===== src/rtl/fp_pkg.sv =====
// Shared constants, state encoding and field helpers for the single-precision
// add/subtract sequencer.
package fp_pkg;

  typedef enum logic [2:0] {
    ST_IDLE  = 3'd0,
    ST_ALIGN = 3'd1,
    ST_ADD   = 3'd2,
    ST_NORM  = 3'd3,
    ST_DONE  = 3'd4
  } state_e;

  localparam int          EXP_BIAS = 127;
  localparam int          EXP_MAX  = 255;
  localparam logic [31:0] QNAN     = 32'h7FC0_0000;

  localparam int SIGN_BIT = 31;
  localparam int EXP_HI   = 30;
  localparam int EXP_LO   = 23;
  localparam int MAN_HI   = 22;
  localparam int MAN_LO   = 0;

  function automatic logic is_special(input logic [31:0] x);
    return (x[EXP_HI:EXP_LO] == 8'hFF);
  endfunction

  function automatic logic is_nan(input logic [31:0] x);
    return (x[EXP_HI:EXP_LO] == 8'hFF) && (x[MAN_HI:MAN_LO] != 23'd0);
  endfunction

endpackage


===== src/rtl/fp_add_seq_norm.sv =====
// Leading-one normalizer for the 25-bit mantissa sum: returns the normalized
// stored mantissa, the exponent correction and a zero indication.
module fp_norm25 (
  input  logic [24:0] sum,
  output logic [22:0] man,
  output logic [5:0]  shift,
  output logic        zero
);

  logic [4:0]  lz_s;
  logic        found_s;
  logic [22:0] shifted_s;

  // Priority search for the leading one below bit 23, then select the shift.
  always_comb begin
    man       = 23'd0;
    shift     = 6'd0;
    zero      = (sum == 25'd0);
    lz_s      = 5'd0;
    found_s   = 1'b0;
    for (int i = 22; i >= 0; i--) begin
      if (!found_s && sum[i]) begin
        lz_s    = 5'(23 - i);
        found_s = 1'b1;
      end
    end
    // the leading one lands on bit 23 and falls off: it is the hidden bit
    shifted_s = sum[22:0] << lz_s;
    if (sum[24]) begin
      man   = sum[23:1];
      shift = 6'h3F;
    end else if (sum[23]) begin
      man   = sum[22:0];
      shift = 6'd0;
    end else if (found_s) begin
      man   = shifted_s;
      shift = {1'b0, lz_s};
    end else begin
      man   = 23'd0;
      shift = 6'd0;
    end
  end

endmodule


===== src/rtl/fp_add_seq.sv =====
// Multi-cycle IEEE-754 single-precision add/subtract sequencer with
// valid/ready handshakes, truncating rounding and denormal flush-to-zero.
module fp_add_seq #(
  parameter int          MAN_W = 23,
  parameter int          EXP_W = 8,
  parameter logic [31:0] QNAN  = fp_pkg::QNAN
) (
  input  logic        clk,
  input  logic        rst_n,
  input  logic        in_valid,
  output logic        in_ready,
  input  logic        op_sub,
  input  logic [31:0] a,
  input  logic [31:0] b,
  output logic        out_valid,
  input  logic        out_ready,
  output logic [31:0] result,
  output logic [2:0]  flags
);

  fp_pkg::state_e     state_r;
  logic [31:0]        a_r;
  logic [30:0]        b_r;
  logic               sb_r;
  logic               sign_l_r;
  logic               same_r;
  logic               both_neg_r;
  logic [EXP_W-1:0]   exp_l_r;
  logic [MAN_W:0]     m_l_r;
  logic [MAN_W:0]     m_s_r;
  logic [MAN_W+1:0]   sum_r;
  logic               in_ready_r;
  logic               out_valid_r;
  logic [31:0]        result_r;
  logic [2:0]         flags_r;

  logic               special_s;
  logic [31:0]        spec_res_s;
  logic [2:0]         spec_flags_s;
  logic [EXP_W-1:0]   ea_s, eb_s, d_s, exp_big_s;
  logic [MAN_W:0]     ma_s, mb_s, m_big_s, m_sh_s;
  logic               a_big_s;
  logic [MAN_W-1:0]   norm_man_s;
  logic [5:0]         norm_shift_s;
  logic               norm_zero_s;
  logic signed [9:0]  exp_new_s;
  logic [31:0]        norm_res_s;
  logic [2:0]         norm_flags_s;

  // NaN / infinity resolution on the raw input operands at accept time.
  always_comb begin
    special_s    = fp_pkg::is_special(a) | fp_pkg::is_special(b);
    spec_res_s   = 32'd0;
    spec_flags_s = 3'b000;
    if (fp_pkg::is_nan(a) || fp_pkg::is_nan(b)) begin
      spec_res_s   = QNAN;
      spec_flags_s = 3'b001;
    end else if (fp_pkg::is_special(a) && fp_pkg::is_special(b) && (a[31] != (b[31] ^ op_sub))) begin
      spec_res_s   = QNAN;
      spec_flags_s = 3'b001;
    end else if (fp_pkg::is_special(a)) begin
      spec_res_s   = {a[31], 8'hFF, 23'd0};
      spec_flags_s = 3'b000;
    end else if (fp_pkg::is_special(b)) begin
      spec_res_s   = {b[31] ^ op_sub, 8'hFF, 23'd0};
      spec_flags_s = 3'b000;
    end else begin
      spec_res_s   = 32'd0;
      spec_flags_s = 3'b000;
    end
  end

  // Flush denormals, order operands by magnitude and align the smaller one.
  always_comb begin
    ea_s = a_r[30:23];
    eb_s = b_r[30:23];
    ma_s = (ea_s == 8'd0) ? 24'd0 : {1'b1, a_r[22:0]};
    mb_s = (eb_s == 8'd0) ? 24'd0 : {1'b1, b_r[22:0]};
    a_big_s = ({ea_s, ma_s[22:0]} >= {eb_s, mb_s[22:0]});
    if (a_big_s) begin
      exp_big_s = ea_s;
      m_big_s   = ma_s;
      d_s       = ea_s - eb_s;
      m_sh_s    = (d_s >= 8'd25) ? 24'd0 : (mb_s >> d_s);
    end else begin
      exp_big_s = eb_s;
      m_big_s   = mb_s;
      d_s       = eb_s - ea_s;
      m_sh_s    = (d_s >= 8'd25) ? 24'd0 : (ma_s >> d_s);
    end
  end

  fp_norm25 u_norm (
    .sum   (sum_r),
    .man   (norm_man_s),
    .shift (norm_shift_s),
    .zero  (norm_zero_s)
  );

  // Apply the normalizer shift to the exponent and pack with range checks.
  always_comb begin
    exp_new_s = $signed({2'b00, exp_l_r}) - $signed({{4{norm_shift_s[5]}}, norm_shift_s});
    if (norm_zero_s) begin
      norm_res_s   = {both_neg_r, 31'd0};
      norm_flags_s = 3'b000;
    end else if (exp_new_s >= 10'sd255) begin
      norm_res_s   = {sign_l_r, 8'hFF, 23'd0};
      norm_flags_s = 3'b100;
    end else if (exp_new_s <= 10'sd0) begin
      norm_res_s   = {sign_l_r, 31'd0};
      norm_flags_s = 3'b010;
    end else begin
      norm_res_s   = {sign_l_r, exp_new_s[7:0], norm_man_s};
      norm_flags_s = 3'b000;
    end
  end

  // Sequencer: one state per datapath step, all outputs registered.
  always_ff @(posedge clk or negedge rst_n) begin
    if (!rst_n) begin
      state_r     <= fp_pkg::ST_IDLE;
      a_r         <= 32'd0;
      b_r         <= 31'd0;
      sb_r        <= 1'b0;
      sign_l_r    <= 1'b0;
      same_r      <= 1'b0;
      both_neg_r  <= 1'b0;
      exp_l_r     <= 8'd0;
      m_l_r       <= 24'd0;
      m_s_r       <= 24'd0;
      sum_r       <= 25'd0;
      in_ready_r  <= 1'b1;
      out_valid_r <= 1'b0;
      result_r    <= 32'd0;
      flags_r     <= 3'b000;
    end else begin
      case (state_r)
        fp_pkg::ST_IDLE: begin
          if (in_valid && in_ready_r) begin
            a_r        <= a;
            b_r        <= b[30:0];
            sb_r       <= b[31] ^ op_sub;
            in_ready_r <= 1'b0;
            if (special_s) begin
              result_r <= spec_res_s;
              flags_r  <= spec_flags_s;
              state_r  <= fp_pkg::ST_DONE;
            end else begin
              state_r  <= fp_pkg::ST_ALIGN;
            end
          end
        end
        fp_pkg::ST_ALIGN: begin
          sign_l_r   <= a_big_s ? a_r[31] : sb_r;
          same_r     <= (a_r[31] == sb_r);
          both_neg_r <= a_r[31] & sb_r;
          exp_l_r    <= exp_big_s;
          m_l_r      <= m_big_s;
          m_s_r      <= m_sh_s;
          state_r    <= fp_pkg::ST_ADD;
        end
        fp_pkg::ST_ADD: begin
          sum_r   <= same_r ? ({1'b0, m_l_r} + {1'b0, m_s_r}) : ({1'b0, m_l_r} - {1'b0, m_s_r});
          state_r <= fp_pkg::ST_NORM;
        end
        fp_pkg::ST_NORM: begin
          result_r <= norm_res_s;
          flags_r  <= norm_flags_s;
          state_r  <= fp_pkg::ST_DONE;
        end
        fp_pkg::ST_DONE: begin
          // out_valid rises one cycle after entering DONE
          if (!out_valid_r) begin
            out_valid_r <= 1'b1;
          end else if (out_ready) begin
            out_valid_r <= 1'b0;
            in_ready_r  <= 1'b1;
            state_r     <= fp_pkg::ST_IDLE;
          end
        end
        default: begin
          out_valid_r <= 1'b0;
          in_ready_r  <= 1'b1;
          state_r     <= fp_pkg::ST_IDLE;
        end
      endcase
    end
  end

  assign in_ready  = in_ready_r;
  assign out_valid = out_valid_r;
  assign result    = result_r;
  assign flags     = flags_r;

endmodule


===== config.mk =====
export PLATFORM = sky130hd
export DESIGN_NAME = fp_add_seq
export DESIGN_NICKNAME = d
export VERILOG_FILES = /design/src/rtl/fp_pkg.sv /design/src/rtl/fp_add_seq_norm.sv /design/src/rtl/fp_add_seq.sv
export SDC_FILE = /design/constraint.sdc
export NUM_CORES = 1
export LEC_CHECK = 0
export BUFFER_PORTS_ARGS = -buffer_cell sky130_fd_sc_hd__buf_2
export CORE_MARGIN = 2
export CORE_UTILIZATION = 45
export DETAILED_ROUTE_END_ITERATION = 8
export PLACE_DENSITY = 0.64
export SYNTH_ARGS = -nofsm -noshare
export SYNTH_HDL_FRONTEND = slang
export SYNTH_SLANG_ARGS = --single-unit

===== constraint.sdc =====
create_clock -name clk -period 4.8 [get_ports clk]
set_input_delay 0.48 -clock clk [delete_from_list [all_inputs] [get_ports clk]]
set_output_delay 0.48 -clock clk [all_outputs]
set_load 0.02 [all_outputs]

==> results by group <==
Cells and area
  • Nets@finish: 2,190
  • Final std cells w/o fill: 2,512
  • Ant. Diodes: 0
  • Area grow syn2layout: 15.0%
  • Most common cell after layout, fill and taps aside: nand2_1
  • Most frequent cells in the layout: 225 x nand2_1, 187 x dfrtp_1, 180 x nor2_1
  • Layout cells sized above 1: 20.0%

Logic synthesis
  • Post-synth EDFFs: 0
  • Syn avg cell area: 8.12 um^2
  • Post-synth top flop: dfrtp_1
  • Synth Register Bits: 188
  • Mapped Nets: 2,091
  • Yosys top cell area share: 29.6%
  • Cells after Synth: 1,945
  • Synth warn: 0
  • Ranking of synthesized cells by area: dfrtp_1 30%, ha_1 5.8%, nand2_1 5.4%, o21ai_0 5.1%, mux2_2 5.1%
  • Async set-reset flop share out of synthesis: 100%
  • Count of cell types in the netlist: 94
  • Yosys top cell by area: dfrtp_1
  • Mapped cell area: 15,800 um^2
  • Register area share after synthesis: 29.8%

Global routing
  • Antenna violations before repair: 2
  • Global-route wire length before repair: 83.3 mm
  • Overflow after GRT: 0
  • Gr usage total: 29.3%
  • Largest net degree at the start of global routing: 117
  • Vias in the first global route: 14.5k

Clock tree
  • CTS tree: done
  • Clock Sinks: 188
  • Clk_lat worst skew: 0.46 ns
  • Longest Clk Path Bufs: 2
  • TritonCTS buffer count: 17
  • Clk root buf: clkbuf_16
  • Clock-pin slew on the worst setup and hold paths: 0.08 ns
  • Htree depth: 4

Drt
  • Vias per std cell: 6.28
  • Antenna-violating nets left: 0
  • DRC viols: 0
  • Via count: 15.8k
  • Pre-antenna DRT Iters: 7
  • Routed WL: 53.6 mm
  • Iter 0 DRT Violations: 1,646
  • DR WL/cell: 21.3 um

Timing
  • Final Max Tran Viols: 0
  • Max Clock Skew: 0.0131 ns
  • Final hold viol count: 0
  • Final min period: 4.68 ns
  • Slew @ Worst Pin: 1.01 ns
  • Worst slew margin: 32.4%
  • RSZ-0062 raised after global routing: true
  • Setup Total Neg Slack: 0 ns
  • Fmax: 214 MHz
  • Setup WS post-layout: 0.123 ns
  • Setup Viol. Count Final: 0
  • Final period utilization: 97.4%

Place
  • Final Wtd Congestion: 0.989
  • PortBufs: 105
  • Pre-CTS setup slack: -0.170 ns
  • Final HPWL DP: 41.4 mm
  • Placed Cells: 2,467

Worst setup path
  • Crit Path Class: flop to flop
  • Critical path peak fanout: 28
  • Startpoint types: flop
  • RR Endpoint: result[20]$_DFFE_PN0P_
  • Crit path from: sum_r[11]$_DFFE_PN0N_
  • CP peak stage delay: 0.54 ns
  • Critical Path End Type: flop
  • Data arrival time of the critical path: 5.02 ns
  • Flop-to-flop setup slack: 0.12 ns
  • Most used cell, CP: buf_4
  • Slowest CP cell: or4_4
  • Worst r2r src: sum_r[11]$_DFFE_PN0N_
  • Cell Chain, Critical Path: or4_4, buf_4, nor4_4, and2_4, or3_1, a21o_1, o21ai_2, ha_4, fa_2, buf_4, xor2_4, or3_1, nor3_1, o211ai_1, buf_4, a211oi_4, nor3_4, buf_12, a32oi_1, o31ai_2
  • Cell count of the worst reg-to-reg path: 20
  • Setup crit end: result[20]$_DFFE_PN0P_
  • CP required: 5.14 ns

Pwr
  • Pwr dens: 181 nW/um^2
  • Worst vdd ir: 0.275 mV
  • Pleak: 8.18 nW

Die
  • Initial Util: 45.7%
  • # IOs: 106
  • Core ar.: 34,500 um^2
  • Die area: 36,600 um^2
  • Die Wd: 191 um
  • Row count: 68
  • Die Ht: 191 um

Hold path
  • Class of the tightest hold or removal check: input port to async pin

Job
  • Maxcap violations: 0

Run status
  • Outcome: complete, no violations
==> flip-flops by register name, indices dropped and copies added, names as in the netlist <==
| register | flops |
|---|---|
| a_r | 32 |
| b_r | 31 |
| both_neg_r | 1 |
| exp_l_r | 8 |
| flags | 3 |
| in_ready | 1 |
| m_l_r | 24 |
| m_s_r | 24 |
| out_valid | 1 |
| result | 32 |
| same_r | 1 |
| sb_r | 1 |
| sign_l_r | 1 |
| state_r | 3 |
| sum_r | 25 |
==> logic make-up after synthesis <==
logic type	synth area share [%]
and+or+nand+nor	20.1
AOI/OAI and AO/OA	27.1
DFF	29.8
buffers and inverters	4.82
muxes	8.95
adders and majority gates	6.29
xor gates and xnor gates	2.99
==> area by class of cell <==
class,count,area [um^2]
multi-input combinational,1571,10600
clock inverter,14,231
clock buffer,18,439
inverter,49,184
sequential,188,4710
timing repair buffer,217,1400
fill,3426,16400
tap,455,569
==> through the flow <==
step	cell area, um^2	hold slack [ns]	util [%]	power, mW
global placement	17200	0.456	49.8	1.69
detailed placement	17200	0.463	49.8	1.69
finish	18200	0.0710	52.6	3.29
CTS	17900	0.188	51.9	3.33
floorplan	15900	0.184	-	1.62
global route	18200	0.174	52.6	3.39
==> synth_stat cells, types with 26 or more instances <==
master / instances
nand2_1: 228
dfrtp_1: 187
nor2_1: 182
o21ai_0: 160
a21oi_1: 129
clkbuf_1: 109
ha_1: 73
mux2_2: 71
nand3_1: 48
inv_1: 46
mux2i_1: 42
a211oi_1: 38
a31oi_1: 37
nor3_1: 37
xor2_1: 36
and2_1: 35
nor4_1: 32
o211ai_1: 31
a32oi_1: 26
==> what timing repair did <==
| item | CTS | global route |
|---|---|---|
| endpoints found under the setup margin | 22 | 55 |
| resized for setup | 5 | 30 |
| buffers inserted | 2 | 11 |
| pin swaps | 0 | 18 |
| hold buffers | 0 | 0 |
==> routing by layer <==
layer | share of wire, % | GRT usage, % | up-vias
li1 | - | - | 7431
met1 | 45 | 41.6 | 7573
met2 | 45 | 44.9 | 664
met3 | 7.5 | 5.87 | 100
met4 | 2.8 | 8.73 | 0
met5 | 0 | 0 | -
==> power by group <==
| part | internal (mW) | switching [mW] | total [mW] |
|---|---|---|---|
| logic | 0.0256 | 0.0500 | 0.0756 |
| clock network | 0.953 | 0.673 | 1.63 |
| registers | 1.58 | 0 | 1.58 |
| total | 2.56 | 0.723 | 3.29 |
==> how the worst min path moves through the flow <==
stage	slack, ns	start	to	cells past startpoint
floorplan	0.18	rst_n	a_r[0]$_DFFE_PN0P_	0
global placement	0.46	both_neg_r$_DFFE_PN0P_	both_neg_r$_DFFE_PN0P_	2
detailed placement	0.46	both_neg_r$_DFFE_PN0P_	both_neg_r$_DFFE_PN0P_	2
CTS	0.19	rst_n	result[0]$_DFFE_PN0P_	1
global route	0.17	rst_n	result[0]$_DFFE_PN0P_	1
finish	0.07	rst_n	result[0]$_DFFE_PN0P_	1
==> critical path: cells and delay by family, from the launching register on <==
family | cells | cell delay, ns
DFF | 1 | 0.38
xor gates and xnor gates | 1 | 0.18
buffers and inverters | 4 | 0.67
and+or+nand+nor | 7 | 1.71
adders and majority gates | 2 | 0.53
AOI/OAI and AO/OA | 6 | 1.08
No activity file was read; power rests on OpenSTA's default activity.
